<file path="src/rtl/dense_layer_pkg.sv">
// Shared field widths, the default packed bundle type and small helpers for
// the dense-layer pipeline register.
package dense_layer_pkg;

    localparam int SIZE_DEF            = 3;
    localparam int DATA_SIZE_DEF       = 16;
    localparam int COST_TYPE_SIZE_DEF  = 8;
    localparam int DENSE_TYPE_SIZE_DEF = 4;
    localparam int ACT_TYPE_SIZE_DEF   = 4;
    localparam int DEPTH_DEF           = 1;
    localparam int DEPTH_MAX           = 16;
    localparam int INDEX_SIZE          = 32;

    // Field order here fixes the packed layout every stage carries.
    typedef struct packed {
        logic [ACT_TYPE_SIZE_DEF-1:0]          act_type;
        logic                                  backprop_cost;
        logic [COST_TYPE_SIZE_DEF-1:0]         cost_type;
        logic                                  is_update;
        logic [DATA_SIZE_DEF*SIZE_DEF-1:0]     predict_value;
        logic [INDEX_SIZE-1:0]                 w_layer_index;
        logic [INDEX_SIZE-1:0]                 w_row_index;
        logic                                  is_cost_layer;
        logic [DENSE_TYPE_SIZE_DEF-1:0]        dense_type;
        logic [DATA_SIZE_DEF*SIZE_DEF-1:0]     x;
        logic [DATA_SIZE_DEF*SIZE_DEF-1:0]     w;
    } dense_bundle_t;

    function automatic int unsigned count_valid(input logic [DEPTH_MAX-1:0] v);
        int unsigned n;
        n = 0;
        for (int i = 0; i < DEPTH_MAX; i++) begin
            n += 32'(v[i]);
        end
        return n;
    endfunction

endpackage

</file>
<file path="src/rtl/dense_pipe_stage.sv">
// One elastic pipeline stage: a valid bit plus a bundle register that loads
// whenever the stage is empty or its current contents move on this cycle.
module dense_pipe_stage
    import dense_layer_pkg::*;
#(
    parameter type bundle_t = dense_bundle_t
) (
    input  logic    clk,
    input  logic    rst,
    input  logic    flush,
    input  logic    up_valid,
    input  bundle_t up_bundle,
    input  logic    down_ready,
    output logic    valid,
    output bundle_t bundle
);

    logic load;

    assign load = !valid || down_ready;

    // NOTE: the bundle register is reset as well so every output field reads
    // zero after rst; flush clears only the valid bit and leaves data as is.
    always_ff @(posedge clk) begin
        if (rst) begin
            valid  <= 1'b0;
            bundle <= '0;
        end else begin
            if (flush) begin
                valid <= 1'b0;
            end else if (load) begin
                valid <= up_valid;
            end
            if (load && up_valid) begin
                bundle <= up_bundle;
            end
        end
    end

endmodule

</file>
<file path="src/rtl/dense_layer_pipe_reg.sv">
// DEPTH-stage elastic pipeline carrying the full dense-layer command bundle
// with valid/ready flow control, bubble collapsing, flush and occupancy.
module dense_layer_pipe_reg #(
    parameter int SIZE            = dense_layer_pkg::SIZE_DEF,
    parameter int DATA_SIZE       = dense_layer_pkg::DATA_SIZE_DEF,
    parameter int COST_TYPE_SIZE  = dense_layer_pkg::COST_TYPE_SIZE_DEF,
    parameter int DENSE_TYPE_SIZE = dense_layer_pkg::DENSE_TYPE_SIZE_DEF,
    parameter int ACT_TYPE_SIZE   = dense_layer_pkg::ACT_TYPE_SIZE_DEF,
    parameter int DEPTH           = dense_layer_pkg::DEPTH_DEF
) (
    input  logic                           clk,
    input  logic                           rst,
    input  logic                           in_valid,
    output logic                           in_ready,
    output logic                           out_valid,
    input  logic                           out_ready,
    input  logic                           flush,
    output logic [$clog2(DEPTH+1)-1:0]     occupancy,

    input  logic [ACT_TYPE_SIZE-1:0]       act_type,
    output logic [ACT_TYPE_SIZE-1:0]       act_type_out,
    input  logic                           backprop_cost,
    output logic                           backprop_cost_out,
    input  logic [COST_TYPE_SIZE-1:0]      cost_type,
    output logic [COST_TYPE_SIZE-1:0]      cost_type_out,
    input  logic                           is_update,
    output logic                           is_update_out,
    input  logic [DATA_SIZE*SIZE-1:0]      predict_value,
    output logic [DATA_SIZE*SIZE-1:0]      predict_value_out,
    input  logic [31:0]                    w_layer_index,
    output logic [31:0]                    w_layer_index_out,
    input  logic [31:0]                    w_row_index,
    output logic [31:0]                    w_row_index_out,
    input  logic                           is_cost_layer,
    output logic                           is_cost_layer_out,
    input  logic [DENSE_TYPE_SIZE-1:0]     dense_type,
    output logic [DENSE_TYPE_SIZE-1:0]     dense_type_out,
    input  logic [DATA_SIZE*SIZE-1:0]      x,
    output logic [DATA_SIZE*SIZE-1:0]      x_out,
    input  logic [DATA_SIZE*SIZE-1:0]      w,
    output logic [DATA_SIZE*SIZE-1:0]      w_out
);

    import dense_layer_pkg::*;

    localparam int OCC_W = $clog2(DEPTH+1);

    if (DEPTH < 1 || DEPTH > DEPTH_MAX) begin : g_bad_depth
        $error("dense_layer_pipe_reg: DEPTH must be in 1..16");
    end

    // Same layout as dense_bundle_t, resized to this instance's parameters.
    typedef struct packed {
        logic [ACT_TYPE_SIZE-1:0]   act_type;
        logic                       backprop_cost;
        logic [COST_TYPE_SIZE-1:0]  cost_type;
        logic                       is_update;
        logic [DATA_SIZE*SIZE-1:0]  predict_value;
        logic [INDEX_SIZE-1:0]      w_layer_index;
        logic [INDEX_SIZE-1:0]      w_row_index;
        logic                       is_cost_layer;
        logic [DENSE_TYPE_SIZE-1:0] dense_type;
        logic [DATA_SIZE*SIZE-1:0]  x;
        logic [DATA_SIZE*SIZE-1:0]  w;
    } bundle_t;

    bundle_t          in_bundle;
    bundle_t          stage_bundle [DEPTH];
    logic [DEPTH-1:0] stage_valid;
    logic [DEPTH-1:0] down_ready;

    assign in_bundle = '{
        act_type:      act_type,
        backprop_cost: backprop_cost,
        cost_type:     cost_type,
        is_update:     is_update,
        predict_value: predict_value,
        w_layer_index: w_layer_index,
        w_row_index:   w_row_index,
        is_cost_layer: is_cost_layer,
        dense_type:    dense_type,
        x:             x,
        w:             w
    };

    // down_ready[k] is whether stage k+1 can take stage k's bundle this cycle;
    // it is derived from registered valid bits only, so no combinational loop.
    // NOTE: always_comb uses blocking assignments and gives every bit a
    // default first, so no latch is inferred.
    always_comb begin
        down_ready             = '0;
        down_ready[DEPTH-1]    = out_ready;
        for (int k = DEPTH - 2; k >= 0; k--) begin
            down_ready[k] = down_ready[k+1] || !stage_valid[k+1];
        end
    end

    for (genvar k = 0; k < DEPTH; k++) begin : g_stage
        if (k == 0) begin : g_head
            dense_pipe_stage #(
                .bundle_t(bundle_t)
            ) u_stage (
                .clk        (clk),
                .rst        (rst),
                .flush      (flush),
                .up_valid   (in_valid),
                .up_bundle  (in_bundle),
                .down_ready (down_ready[k]),
                .valid      (stage_valid[k]),
                .bundle     (stage_bundle[k])
            );
        end else begin : g_body
            dense_pipe_stage #(
                .bundle_t(bundle_t)
            ) u_stage (
                .clk        (clk),
                .rst        (rst),
                .flush      (flush),
                .up_valid   (stage_valid[k-1]),
                .up_bundle  (stage_bundle[k-1]),
                .down_ready (down_ready[k]),
                .valid      (stage_valid[k]),
                .bundle     (stage_bundle[k])
            );
        end
    end

    assign in_ready  = !stage_valid[0] || down_ready[0];
    assign out_valid = stage_valid[DEPTH-1];
    assign occupancy = OCC_W'(count_valid(DEPTH_MAX'(stage_valid)));

    assign act_type_out      = stage_bundle[DEPTH-1].act_type;
    assign backprop_cost_out = stage_bundle[DEPTH-1].backprop_cost;
    assign cost_type_out     = stage_bundle[DEPTH-1].cost_type;
    assign is_update_out     = stage_bundle[DEPTH-1].is_update;
    assign predict_value_out = stage_bundle[DEPTH-1].predict_value;
    assign w_layer_index_out = stage_bundle[DEPTH-1].w_layer_index;
    assign w_row_index_out   = stage_bundle[DEPTH-1].w_row_index;
    assign is_cost_layer_out = stage_bundle[DEPTH-1].is_cost_layer;
    assign dense_type_out    = stage_bundle[DEPTH-1].dense_type;
    assign x_out             = stage_bundle[DEPTH-1].x;
    assign w_out             = stage_bundle[DEPTH-1].w;

endmodule

</file>
<file path="config.mk">
export PLATFORM = sky130hd
export DESIGN_NAME = dense_layer_pipe_reg
export DESIGN_NICKNAME = d
export VERILOG_FILES = /design/src/rtl/dense_layer_pkg.sv /design/src/rtl/dense_pipe_stage.sv /design/src/rtl/dense_layer_pipe_reg.sv
export SDC_FILE = /design/constraint.sdc
export NUM_CORES = 1
export LEC_CHECK = 0
export BUFFER_PORTS_ARGS = -buffer_cell sky130_fd_sc_hd__buf_4
export CAP_MARGIN = 20
export CORE_MARGIN = 10
export CORE_UTILIZATION = 40
export DETAILED_ROUTE_END_ITERATION = 6
export PLACE_DENSITY = 0.69
export RECOVER_POWER = 25
export SLEW_MARGIN = 20
export SYNTH_ARGS = -nofsm -noshare
export SYNTH_HDL_FRONTEND = slang
export SYNTH_HIERARCHICAL = 1
export SYNTH_SLANG_ARGS = --single-unit
export TNS_END_PERCENT = 1
</file>
<file path="constraint.sdc">
create_clock -name clk -period 1.25 [get_ports clk]
set_input_delay 0.1875 -clock clk [delete_from_list [all_inputs] [get_ports clk]]
set_output_delay 0.1875 -clock clk [all_outputs]
set_load 0.01 [all_outputs]
</file>
### Yosys cells after proc, flatten, opt, wreduce, memory -nomap -nowiden

Cells that the tools add are included.

* reductions and logical operators: 4

Operator list (number)
* $reduce_or 2->1: 1
* $logic_and 1x1->1: 1
* $logic_not 1->1: 1
* $logic_or 1x1->1: 1

* logic and storage cells: 16
* bits in registers: 228
* output and inout bits: 230
* input bits: 232

### Longest topological paths before layout

Gate-level depths: netlist of the first run.

* depth after elaboration: 3
* depth in mapped cells: 6
* depth with buffers taken out: 3

### Hierarchy

Netlist of the first run, hierarchy kept.

Modules (own cells, without submodules)
* dense_pipe_stage: instances 1, area an instance 10113.4 um2, seq. area each 4564.4 um2, cells an instance 988
* dense_layer_pipe_reg: instances 1, area an instance 13.8 um2, seq. area each 0.0 um2, cells an instance 2

### Worst setup path before layout of the first run

OpenSTA, ideal clock, no wires.

* kind: flip-flop to flip-flop
* from: register g_stage[0].g_head.u_stage.valid
* to: register g_stage[0].g_head.u_stage/bundle[188] (netlist name)
* arrival time: 1.130 ns
* clock period less this slack: 1.202 ns
* stages on the path, launching flop included: 6
* path slack: 0.048 ns
* data required time: 1.178 ns
* library setup time: 0.072 ns
* path buffers: 3
* cells stage by stage: dfxtp_1 -> a21boi_2 -> buf_4 -> buf_6 -> buf_8 -> mux2i_1

* longest elaborated chain between the ends: 3

RTL lines
* start: declaration: line dense_pipe_stage.sv:14 `output logic valid,`
* start signal: assignment: line dense_pipe_stage.sv:32 `valid <= up_valid;`
* $logic_not 1->1: line dense_pipe_stage.sv:20 `assign load = !valid || down_ready;`
* $logic_or 1x1->1: line dense_pipe_stage.sv:20
* $logic_and 1x1->1: line dense_pipe_stage.sv:34 `if (load && up_valid) begin`
* end signal: assignment: line dense_pipe_stage.sv:35 `bundle <= up_bundle;`
* end: declaration: line dense_pipe_stage.sv:15 `output bundle_t bundle`

Every way passes these cells.
A chain may end at the register's enable or synchronous reset.

### Final worst setup path of the first run

* from: register g_stage[0].g_head.u_stage.valid
* to: output port in_ready

* longest elaborated chain between the ends: 2

RTL lines
* $logic_not 1->1: line dense_layer_pipe_reg.sv:128 `assign in_ready = !stage_valid[0] || down_ready[0];`
* $logic_or 1x1->1: line dense_layer_pipe_reg.sv:128
* end: declaration: line dense_layer_pipe_reg.sv:14 `output logic in_ready,`

Every way passes these cells.

==> summary.txt, run 1 <==
Floorplan
  • # rows: between 50 and 60
  • Io pins: 462
  • Initial core utilization: 40.45%
  • Core area: 0.02504 mm²
  • Die area: 0.03208 mm²
  • Die Y: 179.1 µm
  • Die width: 179.1 µm

STA
  • Worst relative slew slack: 82.01%
  • Hold Vio Cnt, Final: 0
  • Setup violators final: 22
  • Worst hold slack: 32.01 ps
  • RSZ-0062 raised after global routing: true
  • Final worst-path cycle share: 106.5%
  • Min Tclk post-route: 1332 ps
  • Max Slew Vio Count: 0
  • Worst Skew: 8.035 ps
  • F_max: approximately 750 MHz
  • Final WS setup: -81.64 ps
  • Least-Margin Pin Slew: 269.8 ps

Clock network
  • Root Buffer: clkbuf_16
  • Total CTS buffers: 25
  • Clock sinks: 228
  • Clk buf depth: 3
  • Worst-path clk slew: 60 ps
  • Clock Latency Late Sink: roughly 510 ps
  • CTS tree: done
  • H-tree Lvls: 1

GRT
  • Vias in the first global route: 9953
  • Largest net degree at the start of global routing: 79
  • GRT overflow: 0
  • Initial antenna violation count: 4
  • GRT Util Overall: 21.39%
  • First-pass GRT wire length: approximately 55000 µm

Final layout
  • Fill cells: 1896
  • Layout area overhead: 67.63%
  • Commonest non-fill, non-tap cell in the layout: nand2b_1
  • Layout cells sized above 1: 30.36%
  • Commonest non-fill, non-tap cells in the layout: nand2b_1 (454), buf_4 (418), dlygate4sd3_1 (228)
  • NumNets Final: 1896

Worst setup path
  • Req. time, crit path: roughly 1100 ps
  • Slowest stage delay, CP: 360 ps
  • Crit Path Class: reg -> out
  • Startpoint Class: flip-flop
  • Crit path max fanout: 4
  • CP cell instances: buf_6 -> nand2b_4 -> buf_6
  • Critical path's slowest cell: dfxtp_2
  • Crit path DAT: roughly 1100 ps
  • Crit path top cell by count: buf_6
  • Critical Path End Type: output pin

Logic synthesis
  • Mean area per synthesized cell: 10.23 µm²
  • Synth top area cells: dfxtp_1 (45%), nand2b_1 (28%), mux2i_1 (22%)
  • Post-Synthesis Cells: 990
  • #FFs+latches synth: 228
  • Syn_nets: around 1200
  • Synth unique cells: 14
  • Yosys warning count: 6
  • Mapped Area: between 0.01 and 0.015 mm²
  • Post-synthesis sequential area ratio: 45.07%
  • Leading area contributor after synthesis: dfxtp_1
  • Share of the synthesized area in the top cell type: 45.07%

Drt
  • DRT Pass-1 Iters: 4
  • Post-DR wirelength/cell: 18.23 µm
  • Iter 0 DRT Violations: around 370
  • Total number of vias: 9212
  • DR DRC count: 0
  • Routed Antenna Nets: 0
  • DR vias/cell: approximately 4.6
  • Final WL: 36710 µm

Outcome
  • Failing checks: negative setup slack
  • Status: complete, but fails checks

Placement
  • Post-Place Setup Slack: -2.459 ps
  • Post-DP HPWL: 25930 µm
  • Port Buffer Count: 461
  • GPL Wtd Cong: 0.8427

Power and ir drop
  • PD cells: between 1000 and 1500 mW/mm²
  • Leak: between 7 and 8 nW
  • Max IR drop VDD: 859.6 µV

Job
  • Max_cap viols: 0

Worst hold path
  • Hold Path Class: in -> reg
[critical path: cells and delay by family (launching register included)]
family	cells	cell delay (ps)
buffers and inverters	2	230
DFF	1	360
and+or+nand+nor	1	50
[synthesized netlist by cell type]
| cell | n |
|---|---|
| nand2b_1 | 455 |
| dfxtp_1 | 228 |
| buf_8 | 3 |
| mux2i_1 | 227 |
| inv_2 | 1 |
| buf_2 | 12 |
| clkbuf_1 | 36 |
| a21oi_1 | 1 |
| a21boi_2 | 1 |
| nor3_1 | 1 |
| clkbuf_2 | 5 |
| clkbuf_4 | 4 |
| buf_4 | 15 |
| buf_6 | 1 |
[stage by stage]
step / cell area (µm²) / utilization (%) / TNS, ps / std cells / total power, mW
2_1_floorplan: 10130 / - / 0 / 990 / 9.613
3_3_place_gp: 14060 / 56.14 / 0 / 1738 / 11.36
3_5_place_dp: 14060 / 56.14 / -2.459 / 1738 / 11.40
4_1_cts: 17130 / 68.42 / -370.9 / 2009 / 19.04
5_1_grt: 16980 / 67.81 / -7628 / 2013 / 19.57
6_report: 16980 / 67.81 / -414.2 / 2013 / 18.78
[per-layer routing]
metal  GRT usage (%)  routed length, µm  part of all wire, %
met5               0                 10                0.027
met4           9.190               1493                  4.1
met1           21.76              13320                   36
met3           6.845               3037                  8.3
met2           39.31              18840                   51
[what timing repair did]
| action | in CTS | in global routing |
|---|---|---|
| resized for setup | 6 | 5 |
| hold buffers | 228 | 0 |
| pin swaps | 0 | 0 |
| setup buffers | 0 | 1 |
| endpoints found under the hold margin | 227 | 0 |
| setup endpoints to repair | 31 | 154 |
[final cells by class]
cell class	instances	area, µm²	share of cell area (%)
Tap cell	330	412.9	2.432
Sequential cell	228	4569	26.92
Clock buffer	34	719.4	4.238
Inverter	1	3.754	0.02211
Timing Repair Buffer	723	6045	35.61
Clock inverter	9	51.30	0.3022
Multi-Input combinational cell	685	5167	30.44
Antenna cell	3	7.507	0.04422
[worst paths after layout]
path,start,to,slack (ps),cells after the start
worst max-delay path,g_stage[0].g_head.u_stage/valid,in_ready,-80,3
worst min-delay path,x[24],g_stage[0].g_head.u_stage/bundle[72],30,3
worst max register to register,g_stage[0].g_head.u_stage/valid,g_stage[0].g_head.u_stage/bundle[79],-50,4
worst min register to register,g_stage[0].g_head.u_stage/bundle[211],g_stage[0].g_head.u_stage/bundle[211],470,2
[logic make-up after synthesis]
family                 synth area share [%]
and+or+nand+nor                       28.16
muxes                                 22.44
AOI/OAI and AO/OA                    0.1606
DFF                                   45.07
buffers and inverters                 4.176
[registers in the layout, summed over array words and instances, names as in the netlist]
name                           flops
g_stage.g_head.u_stage/bundle    227
g_stage.g_head.u_stage/valid       1
[where the power goes]
| part | switching (mW) | internal [mW] | total, mW |
|---|---|---|---|
| clock network | 2.98 | 4.01 | 6.98 |
| registers | 0.276 | 7.75 | 8.03 |
| logic | 1.54 | 2.23 | 3.77 |
Power figures use the tool's default switching activity.
==> run 2, diff against run 1 <==
ABC_AREA = 1   (was default)
CORE_AREA = 10 10 172 174   (was default)
CORE_MARGIN = default   (was 10)
CORE_UTILIZATION = default   (was 40)
DIE_AREA = 0 0 182 184   (was default)
HOLD_SLACK_MARGIN = 0.15   (was default)
PLACE_DENSITY = 0.67   (was 0.69)
==> run 2 against run 1 <==
The flow still finishes with violations (negative setup slack). Critical path depth unchanged. Worst hold slack improved by 380 ps. Setup slack improved by 20 ps. Flip-flop and latch count unchanged. Via count increased by 32%. Final cell count increased by 24%. Register-to-register slack improved by 20 ps. Area after synthesis about the same. Sequential power increased by 1%. Routed wire length increased by 14%. Non-clock buffer count increased by 23. Clock skew increased by 3.1 ps. Highest routed layer is now met4.
==> summary.txt, run 2 <==
Logic synthesis
  • Mean area per synthesized cell: 6.761 µm² (-34%)
  • Number of synthesized flops with an enable pin: 0 (unchanged)
  • #FFs+latches synth: 228 (unchanged)
  • FFs w/ async S/R, synth: 0% (unchanged)
  • Share of the synthesized area in the top cell type: 45.10% (about the same)
  • Yosys warning count: 6 (unchanged)
  • Synth unique cells: 14 (unchanged)
  • Mapped Area: 0.01012 mm² (about the same)
  • Synth top area cells: dfxtp_1 (45%), a21oi_1 (11%), nand3_1 (11%)
  • Syn_nets: 1729 (+41%)
  • Post-synthesis sequential area ratio: 45.10% (about the same)
  • Most common cell in the netlist: inv_1
  • Leading area contributor after synthesis: dfxtp_1
  • Main flop type after synthesis: dfxtp_1
  • Post-Synthesis Cells: 1497 (+51%)
  • Commonest cells post-synth: inv_1 (229), a21oi_1 (228), dfxtp_1 (228), nand2_1 (228)

Final layout
  • Multi-input gate area: 0.004109 mm² (-20%)
  • Fill cells: 2114 (+11%)
  • Reg with most FFs: g_stage.g_head.u_stage/bundle
  • Layout cells sized above 1: 25.39% (-5.0 points)
  • NumNets Final: 2378 (+25%)
  • Fin util: 66.33% (-1.5 points)
  • Commonest non-fill, non-tap cell in the layout: buf_4
  • Number of flip-flops in the largest register: 227 (unchanged)
  • Final std cells w/o fill: 2501 (+24%)
  • Layout area overhead: 69.81%
  • Reg area: 0.004576 mm² (+0.14%)
  • Regs by FF count: g_stage.g_head.u_stage/bundle (227), g_stage.g_head.u_stage/valid (1)
  • Commonest non-fill, non-tap cells in the layout: buf_4 (423), dlygate4sd3_1 (231), inv_1 (228)

STA
  • Worst hold slack: 416.5 ps (+384.5 ps)
  • RSZ-0062 raised after global routing: true
  • Hold Vio Cnt, Final: 0 (unchanged)
  • Worst relative slew slack: 77.49% (-4.5 points)
  • Final WS setup: -61.39 ps (+20.25 ps)
  • Max Slew Vio Count: 0 (unchanged)
  • Final worst-path cycle share: 104.9% (-1.6 points)
  • Setup violators final: 15 (-32%)
  • Min Tclk post-route: 1311 ps (-20.25 ps)
  • Worst Skew: 11.16 ps (+3.130 ps)
  • Setup TNS: -243.2 ps (+171.0 ps)
  • F_max: 762.6 MHz (+1.5%)
  • Least-Margin Pin Slew: 337.7 ps (+67.92 ps)

Drt
  • Post-DR wirelength/cell: 16.78 µm (-7.9%)
  • Iter 0 DRT Violations: 685 (+88%)
  • Final WL: 41980 µm (+14%)
  • DR vias/cell: 4.846 (+5.9%)
  • Total number of vias: 12120 (+32%)
  • DR DRC count: 0 (unchanged)
  • Routed Antenna Nets: 0 (unchanged)
  • DRT Pass-1 Iters: 5 (+1)

Clock network
  • Worst-path clk slew: 60 ps (about the same)
  • Root Buffer: clkbuf_16
  • Clock sinks: 228 (unchanged)
  • CTS tree: done
  • Clock Latency Late Sink: 520 ps (about the same)
  • Total CTS buffers: 27 (+8.0%)
  • Clk buf depth: 3 (unchanged)
  • H-tree Lvls: 1 (unchanged)

Power and ir drop
  • Leak: 9.065 nW (+16%)
  • PD cells: 1158 mW/mm² (+4.7%)
  • Max IR drop VDD: 924.0 µV (+7.5%)

Floorplan
  • Core area: 0.02591 mm² (+3.5%)
  • Die area: 0.03349 mm² (+4.4%)
  • # rows: 59 (+1.7%)
  • Initial core utilization: 39.06% (-1.4 points)
  • Die Y: 184 µm (+2.7%)
  • Io pins: 462 (unchanged)
  • Die width: 182 µm (+1.6%)

Worst setup path
  • Crit path top cell by count: buf_6
  • Critical path's slowest cell: dfxtp_4
  • R2R setup slack: -30 ps (+20 ps)
  • R2R Path Start: g_stage[0].g_head.u_stage/valid
  • FF-to-FF End: g_stage[0].g_head.u_stage/bundle[44]
  • Crit path DAT: 1120 ps (-20 ps)
  • Req. time, crit path: 1060 ps (about the same)
  • Critical Path End Type: output pin
  • CP cell instances: buf_6 -> nand2_2 -> buf_6
  • Slowest stage delay, CP: 340 ps (-20 ps)
  • Startpoint Class: flip-flop
  • Crit path max fanout: 4 (unchanged)
  • Crit Path Class: reg -> out
  • Cells on worst reg2reg path: 6 (+2)

GRT
  • Vias in the first global route: 11830 (+19%)
  • Initial antenna violation count: 3 (-1)
  • GRT overflow: 0 (unchanged)
  • First-pass GRT wire length: 63100 µm (+15%)
  • Largest net degree at the start of global routing: 67 (-15%)
  • GRT Util Overall: 22.64% (+1.3 points)

Placement
  • Post-DP HPWL: 26920 µm (+3.8%)
  • Port Buffer Count: 461 (unchanged)
  • Placed insts: 2215 (+27%)
  • Post-Place Setup Slack: -13.45 ps (-10.99 ps)
  • GPL Wtd Cong: 0.8285 (-1.7%)

Job
  • Max_cap viols: 0 (unchanged)

Worst hold path
  • Worst hold stages: 3 (unchanged)
  • Min-delay src: flush
  • Worst Hold End: g_stage[0].g_head.u_stage/valid
  • Hold Path Class: in -> reg

Outcome
  • Status: complete, but fails checks
  • Failing checks: negative setup slack
## run 2: cell types whose count changed after synthesis, moves of 12 or more
cell / delta
buf_2: +89
nand2_1: +228
nor2_1: +227
nand2b_1: -455
nand3_1: +227
a21oi_1: +227
mux2i_1: -227
clkbuf_1: -29
buf_4: -12
inv_1: +229
## run 2: worst max-delay path by stage
stage / startpoint / end / slack, ps
floorplan: g_stage[0].g_head.u_stage/valid / g_stage[0].g_head.u_stage/bundle[101] / 40
global placement: g_stage[0].g_head.u_stage/valid / g_stage[0].g_head.u_stage/bundle[157] / 30
detailed placement: g_stage[0].g_head.u_stage/valid / g_stage[0].g_head.u_stage/bundle[157] / -10
CTS: g_stage[0].g_head.u_stage/valid / in_ready / -80
global route: g_stage[0].g_head.u_stage/valid / g_stage[0].g_head.u_stage/bundle[44] / -110
finish: g_stage[0].g_head.u_stage/valid / in_ready / -60
## run 2: through the flow
step | power (mW) | instance area [µm²]
CTS | 20.02 | 17130
detailed placement | 11.95 | 13960
global route | 20.77 | 17180
finish | 19.90 | 17190
global placement | 11.90 | 13960
floorplan | 9.977 | 10120
## run 2: layout make-up
type / count / share of cell area [%]
diodes: 4 / 0.05824
clock buffers: 37 / 4.383
clock inverters: 8 / 0.4295
inverters: 230 / 5.067
multi-input cells: 913 / 23.91
flip-flops and latches: 228 / 26.62
well taps: 335 / 2.439
repair buffers: 746 / 37.09
## run 2: logic make-up after synthesis
logic type / Yosys count / share of synthesized area (%)
flops: 228 / 45.10
simple gates: 684 / 28.21
buf+inv: 357 / 15.42
compound gates: 228 / 11.27
## run 2: critical path: cells and delay by family (launching register included)
family,cells,cell delay [ps]
buffers and inverters,2,220
DFF,1,340
and+or+nand+nor,1,50
## run 2: timing repair
item | in CTS | in global routing
cloned | 0 | 5
gates resized for setup | 10 | 30
pin swaps | 1 | 1
hold endpoints to repair | 228 | 0
buffers inserted | 1 | 0
endpoints found under the setup margin | 8 | 227
hold buffers | 231 | 0
## run 2: report_power, final
group | leakage, nW | internal (mW) | total (mW) | switching, mW
Combinational | 6.76 | 2.25 | 4.31 | 2.06
Sequential | 1.90 | 7.83 | 8.15 | 0.317
Clock | 0.403 | 4.39 | 7.44 | 3.05
Total | 9.06 | 14.5 | 19.9 | 5.43
## run 2: per-layer routing
| metal | part of all wire, % | GRT usage [%] |
|---|---|---|
| met5 | 0 | 0 |
| met4 | 5.4 | 12.17 |
| met3 | 8.2 | 6.673 |
| met2 | 49 | 39.11 |
| met1 | 38 | 24.59 |
